### src/rtl/common_pseudo_lru_tree_bin.sv
// Tree pseudo-LRU victim selector with binary touch/invalidate indices,
// built-in way-valid tracking and a one-hot victim output.
module common_pseudo_lru_tree_bin #(
    parameter int SUBJECT_COUNT_LOG2 = 2
) (
    input  logic                                clk,
    input  logic                                reset,
    input  logic [SUBJECT_COUNT_LOG2-1:0]       waddr,
    input  logic                                wen,
    input  logic [SUBJECT_COUNT_LOG2-1:0]       iaddr,
    input  logic                                ien,
    output logic [(1<<SUBJECT_COUNT_LOG2)-1:0]  qaddr,
    output logic                                qfull
);

    localparam int L = SUBJECT_COUNT_LOG2;
    localparam int P = 1 << L;

    logic [P-2:0] tree;
    logic [P-2:0] tree_d;
    logic [P-1:0] valid;
    logic [P-1:0] valid_d;
    logic [P-1:0] touch_oh;
    logic [P-1:0] inval_oh;
    logic [P-1:0] invalid;
    logic [P-1:0] free;
    logic [P-1:0] walk;
    logic [L-1:0] hit [P];

    // A node is on the touch path when the top l address bits select it
    // within its level; it then points at the half not holding waddr.
    for (genvar l = 0; l < L; l++) begin : g_lvl
        for (genvar k = 0; k < (1 << l); k++) begin : g_node
            localparam int NODE = (1 << l) - 1 + k;
            localparam logic [L-1:0] KV = L'(k);
            logic on_path;
            assign on_path = wen && ((waddr >> (L - l)) == KV);
            assign tree_d[NODE] = on_path ? ~waddr[L-1-l] : tree[NODE];
        end
    end

    assign touch_oh = wen ? (P'(1) << waddr) : '0;
    assign inval_oh = ien ? (P'(1) << iaddr) : '0;
    assign valid_d  = (valid | touch_oh) & ~inval_oh;

    always_ff @(posedge clk or negedge reset) begin
        if (!reset) begin
            tree  <= '0;
            valid <= '0;
        end else begin
            tree  <= tree_d;
            valid <= valid_d;
        end
    end

    // Way w is the walk result iff every node on its path points toward it.
    for (genvar w = 0; w < P; w++) begin : g_way
        for (genvar l = 0; l < L; l++) begin : g_bit
            localparam int NODE = (1 << l) - 1 + (w >> (L - l));
            localparam logic WB = 1'((w >> (L - 1 - l)) & 1);
            assign hit[w][l] = (tree[NODE] == WB);
        end
        assign walk[w] = &hit[w];
    end

    assign invalid = ~valid;
    assign free    = invalid & (~invalid + P'(1));
    assign qfull   = &valid;
    assign qaddr   = qfull ? walk : free;

endmodule
### config.mk
export PLATFORM = sky130hd
export DESIGN_NAME = common_pseudo_lru_tree_bin
export DESIGN_NICKNAME = d
export VERILOG_FILES = /design/src/rtl/common_pseudo_lru_tree_bin.sv
export SDC_FILE = /design/constraint.sdc
export NUM_CORES = 1
export LEC_CHECK = 0
export ABC_AREA = 1
export CORE_MARGIN = 3
export CORE_UTILIZATION = 30
export DETAILED_ROUTE_END_ITERATION = 8
export PLACE_DENSITY = 0.61
export SLEW_MARGIN = 20
export SYNTH_ARGS = -nofsm -noshare
export SYNTH_HDL_FRONTEND = slang
export SYNTH_SLANG_ARGS = --single-unit
### constraint.sdc
create_clock -name clk -period 0.8 [get_ports clk]
set_input_delay 0.16 -clock clk [delete_from_list [all_inputs] [get_ports clk]]
set_output_delay 0.16 -clock clk [all_outputs]
set_load 0.05 [all_outputs]
# Word-level counts from Yosys, hierarchy flattened
# Cells that the tools add are included.
totals:
  output_inout_bits: 5
  input_bits: 8
  wordCells: 29
  reg_bits: 7
classes:
  shifts: 2
  bitwise: 11
  n_reduce_logical: 8
  mux: 3
  addsub: 1
op_table:
  columns: ["cell", "count"]
  rows:
  - ["$mux W4", 3]
  - ["$not A4 Y4", 3]
  - ["$and A4 B4 Y4", 2]
  - ["$reduce_and A2 Y1", 4]
  - ["$shl A1 B2 Y4 const A", 2]
  - ["$not A1 Y1", 5]
  - ["$add A4 B1 Y4 const B", 1]
  - ["$or A4 B4 Y4", 1]
  - ["$reduce_and A4 Y1", 1]
  - ["$logic_and A1 B1 Y1", 2]
  - ["$logic_not A2 Y1", 1]

# Depth between registers and ports, before layout
# Gate-level depths: netlist (run 1).
depth:
  word_depth: 5
  ltp_mapped: 5
  depth_no_buf: 5

# Least setup slack after synthesis (run 1)
# No wires, ideal clock.
synth_path:
  path_kind: "register to output"
  from: "reg valid[0]"
  to: "out qaddr[0]"
  stages_incl_launch_ff: 5
  required_time_ns: 0.640
  arrival_ns: 1.418
  path_buffers: 0
  slack_ns: -0.778
  path_cell_list: "dfrtp_1 -> nand2_1 -> nor2_2 -> nand2_1 -> nand2_1"
synth_via:
  elab_cells_between_ends: 6
  classes_between: "1 x add/sub; 1 x mux; 3 x bitwise; 1 x reduce/logical"
synth_lines:
  columns: ["item", "line", "rtl"]
  rows:
  - ["start, declared", "21", "logic [P-1:0] valid;"]
  - ["start signal, assigned", "52", "valid <= valid_d;"]
  - ["$reduce_and A4 Y1", "68", "assign qfull = &valid;"]
  - ["via qfull", "13", "output logic qfull"]
  - ["$mux W4", "69", "assign qaddr = qfull ? walk : free;"]
  - ["end, declared", "12", "output logic [(1<<SUBJECT_COUNT_LOG2)-1:0] qaddr,"]
# The timed path passes the listed nets, and every way through them passes these cells.

# Worst setup path in the final report (run 1)
layout_path:
  from: "reg valid[3]"
  to: "out qaddr[2]"
layout_via:
  elab_chain_len: 2
layout_rtl:
  columns: ["item", "line"]
  rows:
  - ["$reduce_and A4 Y1", "68"]
  - ["$mux W4", "69"]
# No other way between the ends.

==> results of run 1 <==
cell usage in the layout, fill, tap and decap left out:
cell             netlist  routed
buf_4                  0      11
nand2_4                0       3
clkdlybuf4s50_1        0       4
nand2_2                0       5
buf_6                  0       1
nor2_4                 0       2
dlygate4sd2_1          0       3
nand3_1                6       6
nor2_1                 8       7
dfrtp_2                0       1
buf_12                 0       5
clkbuf_1               0       1
dfrtp_1                7       6
nand2_1               23      15
inv_1                 11       9
a21oi_1                3       3
o21ai_2                0       1
inv_2                  0       2
clkbuf_4               0       3
sequential cells by signal (all words and copies together) (netlist names):
| signal | cells |
|---|---|
| valid | 4 |
| tree | 3 |
cell type report:
class                   count  share of cell area (%)
repair buffers             24                   34.90
multi-input cells          42                   30.03
flip-flops and latches      7                   23.66
inverters                  11                   5.537
clock buffers               4                   3.523
well taps                  14                   2.349
power groups by stage:
stage / registers, uW / logic, uW / clock network (uW)
2_1_floorplan: 452 / 286 / 0
3_3_place_gp: 455 / 592 / 0
3_5_place_dp: 457 / 596 / 0
4_1_cts: 449 / 638 / 320
5_1_grt: 453 / 706 / 351
6_report: 446 / 664 / 330
how the worst min path moves through the flow:
| stage | end | cells past startpoint | start | slack [ps] |
|---|---|---|---|---|
| 6_report | valid[3]$_DFF_PN0_ | 1 | reset | 150 |
| 5_1_grt | valid[3]$_DFF_PN0_ | 1 | reset | 180 |
| 4_1_cts | valid[3]$_DFF_PN0_ | 1 | reset | 170 |
| 3_5_place_dp | valid[3]$_DFF_PN0_ | 1 | reset | 430 |
| 3_3_place_gp | valid[3]$_DFF_PN0_ | 1 | reset | 430 |
| 2_1_floorplan | tree[0]$_DFFE_PN0P_ | 0 | reset | -140 |
what timing repair did:
item                                   4_1_cts  5_1_grt
endpoints found under the hold margin        0        0
buffers inserted                             2        2
hold buffers                                 0        0
pin swaps                                    8        1
resized for setup                            7        2
cloned                                       0        0
setup endpoints to repair                   10        8
kinds of logic after synthesis:
| kind of cell | synth area share [%] |
|---|---|
| and+or+nand+nor | 39.23 |
| buffers and inverters | 10.61 |
| DFF | 45.02 |
| AOI/OAI and AO/OA | 5.142 |
per-layer routing:
| layer | up-vias | share of wire (%) | track usage [%] | wire, um |
|---|---|---|---|---|
| li1 | 235 | - | - | - |
| met1 | 186 | 41 | 11.17 | 393 |
| met2 | 14 | 52 | 19.14 | 492 |
| met3 | 3 | 4.0 | 1.288 | 38 |
| met4 | 0 | 2.6 | 11.18 | 25 |
| met5 | - | 0 | 0 | 0 |
through the flow:
stage / utilization, % / setup WS [ps] / power [uW]
after detailed placement: 59.09 / -290.3 / 1052
after global routing: 64.50 / -598.1 / 1510
final: 64.50 / -519.5 / 1441
after floorplan: - / -439.1 / 738.0
after CTS: 62.88 / -531.4 / 1408
after global placement: 59.09 / -278.1 / 1046
==> impl_results.md, run 1 <==
* Run status: complete, but fails checks
* Failing checks: setup timing
* Fraction of power consumed by the clock network at 22.9%
* Cell Rows at 12
* CTS tree: done
* Flop-to-flop setup slack at -120 ps
* Average cell area after synthesis at 6.485 um2
* Grt total ovfl at 0
* Placed Cells at 94
* Ranking of synthesized cells by instance count: nand2_1, inv_1, nor2_1
* Post-layout instance count excluding filler cells at 102
* Power Density at 1932 nW/um2
* Critical register-to-register path startpoint: valid[1]$_DFF_PN0_
* Peak clock frequency supported by timing at 757.8 MHz
* Clock network latency to the later pin of the worst-skew pair at 250 ps
* Initial antenna violation count at 0
* Cell area after synthesis at 389.1 um2
* First-pass GRT wire length at 1414 um
* Count of antenna-violating nets left after detailed routing at 0
* Hold crit path type: in -> async
* Clock tree buffer depth at 2
* Final Setup Violations at 8
* Root Buffer Master: clkbuf_4
* Most used flip-flop cell after synthesis: dfrtp_1
* Unrepaired setup endpoints after global routing: true
* Drt first pass iters at 2
* Number of synthesized register bits at 7
* Die outline height at 42.02 um
* Largest fanout on the critical path at 4
* Switching power at 509.9 uW
* Most frequently used cell type in the post-synthesis netlist: nand2_1
* Largest net degree at the start of global routing at 8
* Layout overhead on the synthesized area at 91.64%
* Cell type group with the largest total delay on the critical path: simple AND/OR/NAND/NOR gates
* Capture point of the worst path: qaddr[2]
* Core ar. at 1156 um2
* Area of the multi-input gates at 224.0 um2
* Number of buffers inserted during clock tree synthesis at 3
* Post-route worst hold slack at 151.6 ps
* Total via count after detailed routing at 438
* Max rail drop VDD at 0.9368 mV
* Final weighted congestion in routability-driven placement at 0.7469
* Crit-path slowest cell: dfrtp_1
* Critical path startpoint: valid[3]$_DFF_PN0_
* Yosys warns at 0
* Number of distinct library cell variants in the gate-level netlist after synthesis at 8
* Starting density of the core at 33.66%
* Synth area leaders: dfrtp_1, nand2_1, inv_1
* Final net count at 97
* Max-cap violations at 0
* Async SR Flop Fraction at 100.0%
* Count of final max-slew check failures at 0
* Critical Path Sink Type: output port
* Top cell type by total area after synthesis: dfrtp_1
* Starting DRC count in detailed routing at 5
* Sequential-to-total area share from yosys stat at 45.02%
* Critical path depth at 5
* CP Launch Type: register
* Ant diodes at 0
* Total of fill cells in the finished design at 101
* Leakage dissipation at 0.0003879 uW
* Final instance area at 745.7 um2
* Slew HR at 79.92%
* Combined buffer and inverter count along the critical path at 1
* Post-route DRC violation count at 0
* Die Footprint at 1765 um2
* Hold Fails Final Rpt at 0
* Cells along the critical path: nand2_1 > nor2_4 > nand2_2 > nand2_4 > buf_12
* Share of power burned in registers at 31.0%
* Vias in the first global route at 376
* Via density at 4.294
* Number of H-tree levels at 1
* Setup tns final at -2843 ps
* Internal power at 930.8 uW
* Slew at the pin closest to its max-slew limit at 300.3 ps
* Horiz. Die Dim at 42.02 um
* Post-layout worst setup margin at -519.5 ps
* Fraction of final layout cells with drive strength greater than 1 at 38.64%
* Count of cells along the worst register-to-register path at 6
* Clk sinks at 7
* Shortest clock period the worst path allows after layout at 1320 ps
* Number of synthesized flops with an enable pin at 0
* CP Data Arrival Time at 1160 ps
* Top cell type's share of synthesized area at 45.02%
* Required time at the endpoint of the critical path at 640 ps
* Routed wire length at 950 um
* CTS clk-pin slew, worst paths at 60 ps
* Part of the total power dissipated in combinational logic at 46.1%
* Worst Clk Skew at 0 ps
* HPWL reported at the end of detailed placement at 718.8 um
* RR Endpoint: valid[1]$_DFF_PN0_
* Share of the cycle needed by the critical path after routing at 164.9%
* Critical setup path kind: reg -> out
* Top-level port count at 13
* Number of buffers inserted by port buffering at 12
* Worst path max stage delay at 350 ps
* WL per Instance at 9.314 um
* Synthesized netlist cell count at 60
* Switching share of power at 35.39%
* Area taken by flip-flops and latches at 176.4 um2
* Nets in the synthesized netlist at 68
* All-layer global routing usage at 11.12%
* Cell area reported after detailed placement at 683.2 um2
No activity file was read; power rests on OpenSTA's default activity.
==> inputs of run 2 (changes only) <==
--- a/config.mk
+++ b/config.mk
@@ -6,10 +6,10 @@
 export NUM_CORES = 1
 export LEC_CHECK = 0
 export ABC_AREA = 1
-export CORE_MARGIN = 3
-export CORE_UTILIZATION = 30
+export CORE_AREA = 3 3 40 42
 export DETAILED_ROUTE_END_ITERATION = 8
-export PLACE_DENSITY = 0.61
+export DIE_AREA = 0 0 43 45
+export PLACE_DENSITY = 0.59
 export SLEW_MARGIN = 20
 export SYNTH_ARGS = -nofsm -noshare
 export SYNTH_HDL_FRONTEND = slang
==> run 2 against run 1 <==
The run still ends with setup timing left. Core utilization shrank 3.9 points. Sequential cell count unchanged. Clock-buffer cell count did not move. Sequential share of layout area is 0.99 points lower. Combinational power up 3%. Critical endpoint unchanged. Largest cell class unchanged.
==> impl_results.md, run 2 (synthesized netlist as in run 1, its figures left out) <==
* Run status: complete, but fails checks
* Failing checks: setup timing
* Number of H-tree levels at 1 (unchanged)
* Registers with the highest flip-flop counts: valid: 4 flops, tree: 3 flops
* Layout overhead on the synthesized area at 100.0%
* Required time at the endpoint of the critical path at 640 ps (about the same)
* Core occupancy in the finished layout at 60.56% (-3.9 points)
* CP Launch Type: register
* Clock tree buffer depth at 2 (unchanged)
* Core ar. at 1285 um2 (+11%)
* Clock network latency to the later pin of the worst-skew pair at 250 ps (about the same)
* Via density at 4.363 (+1.6%)
* All-layer global routing usage at 11.08% (-0.038 points)
* Critical register-to-register path startpoint: valid[0]$_DFF_PN0_
* Slew HR at 80.20% (+0.28 points)
* Critical setup path kind: reg -> out
* Shortest clock period the worst path allows after layout at 1357 ps (+37.13 ps)
* Ant diodes at 0 (unchanged)
* Post-route DRC violation count at 0 (unchanged)
* Final net count at 96 (-1.0%)
* Hold crit path type: in -> async
* Number of buffers inserted by port buffering at 12 (unchanged)
* Peak clock frequency supported by timing at 737.1 MHz (-2.7%)
* Hold_buf cts at 0 (unchanged)
* Die Footprint at 1935 um2 (+9.6%)
* Die outline height at 45 um (+7.1%)
* Cell Rows at 13 (+1)
* Routed wire length at 950 um (unchanged)
* Final weighted congestion in routability-driven placement at 0.6737 (-9.8%)
* Drt first pass iters at 4 (+2)
* Clk sinks at 7 (unchanged)
* Horiz. Die Dim at 43 um (+2.3%)
* Slew at the pin closest to its max-slew limit at 296.0 ps (-4.241 ps)
* First-pass GRT wire length at 1400 um (-0.99%)
* CTS clk-pin slew, worst paths at 50 ps (about the same)
* Count of antenna-violating nets left after detailed routing at 0 (unchanged)
* Placement-stage worst setup slack at -299.9 ps (-9.548 ps)
* Total via count after detailed routing at 445 (+1.6%)
* Vias in the first global route at 342 (-9.0%)
* Flop-to-flop setup slack at -100 ps (+20 ps)
* Post-layout worst setup margin at -556.7 ps (-37.13 ps)
* HPWL reported at the end of detailed placement at 701.8 um (-2.4%)
* Final Setup Violations at 7 (-1)
* Max rail drop VDD at 0.9518 mV (+1.6%)
* Leakage dissipation at 0.0004045 uW (+4.3%)
* Critical Path Sink Type: output port
* Initial antenna violation count at 0 (unchanged)
* Count of cells along the worst register-to-register path at 4 (-2)
* Largest net degree at the start of global routing at 8 (unchanged)
* Largest register FFs at 4 (unchanged)
* Hold Fails Final Rpt at 0 (unchanged)
* Starting density of the core at 30.28% (-3.4 points)
* Grt total ovfl at 0 (unchanged)
* Power Density at 1873 nW/um2 (-3.0%)
* Top-level port count at 13 (unchanged)
* Number of buffers inserted during clock tree synthesis at 3 (unchanged)
* Worst Clk Skew at 0 ps (unchanged)
* Total of fill cells in the finished design at 115 (+14%)
* Top library cells by usage in the layout, fill and taps aside: nand2_1, inv_1, nand2_2, nor2_1
* Register with the most flip-flops: valid
* Max-cap violations at 0 (unchanged)
* Starting DRC count in detailed routing at 5 (unchanged)
* Largest fanout on the critical path at 4 (unchanged)
* Unrepaired setup endpoints after global routing: true
* RR Endpoint: valid[0]$_DFF_PN0_
* Leading cell type in the layout, fill and taps excluded: nand2_1
* Fraction of final layout cells with drive strength greater than 1 at 43.68% (+5.0 points)
* Share of the cycle needed by the critical path after routing at 169.6% (+4.6 points)
* Count of final max-slew check failures at 0 (unchanged)
* WL per Instance at 9.314 um (unchanged)
* CP Data Arrival Time at 1200 ps (+40 ps)
* Root Buffer Master: clkbuf_4
* CTS tree: done
-- run 2: cell count changes in the layout (fill, tap and decap cells not counted), sizes merged --
cell          previous run  this run
dlygate4sd2              3         1
buf                     17        16
dlymetal6s2s             0         2
-- run 2: worst max-delay path, stage by stage (launching register included) --
cell     delay [ps]
dfrtp_1         380
nand2_2          80
nor2_4          180
nand2_2          90
nand2_4          80
buf_12          130
-- run 2: metal layers --
metal	GRT usage, %	routed length, um	up-vias
met3	1.195	51	5
met1	10.37	353	191
met4	18.07	66	0
met2	17.07	479	16
li1	-	-	233
met5	0	0	-
-- run 2: area by class of cell --
cell class                      count  area [um2]  area share [%]
Inverter                           11       43.79           5.627
Tap cell                           15       18.77           2.412
Multi-Input combinational cell     42       237.7           30.55
Timing Repair Buffer               23       275.3           35.37
Clock buffer                        4       26.28           3.376
Sequential cell                     7       176.4           22.67
-- run 2: what timing repair did --
item / 4_1_cts / 5_1_grt
setup endpoints to repair: 8 / 10
setup buffers: 2 / 2
gates cloned: 0 / 0
gates resized for setup: 8 / 11
pin swaps: 2 / 7
-- run 2: worst max path at each step --
stage / startpoint / to / slack, ps / cells past startpoint
after global routing: valid[0]$_DFF_PN0_ / qaddr[2] / -650 / 5
after global placement: waddr[1] / valid[1]$_DFF_PN0_ / -290 / 6
after detailed placement: waddr[1] / valid[1]$_DFF_PN0_ / -300 / 6
after floorplan: valid[0]$_DFF_PN0_ / qaddr[0] / -440 / 4
final: valid[2]$_DFF_PN0_ / qaddr[2] / -560 / 5
after CTS: valid[0]$_DFF_PN0_ / qaddr[2] / -540 / 5
-- run 2: power by group --
part	total, uW	leakage [uW]	switching (uW)	internal (uW)
Clock	323	0.0000150	133	190
Combinational	681	0.000307	331	350
Sequential	454	0.0000828	47.7	406
-- run 2: through the flow --
stage                     hold slack [ps]  setup TNS [ps]  power [uW]  std cells  cell area (um2)
final                               154.3           -2788        1458        102            778.2
after global routing                178.3           -3293        1544        102            778.2
after CTS                           161.9           -2687        1428        101            743.2
after detailed placement            435.9           -3051        1057         96            691.9
after global placement              434.2           -2946        1057         96            691.9
after floorplan                    -135.6           -1643       738.0         60            435.4
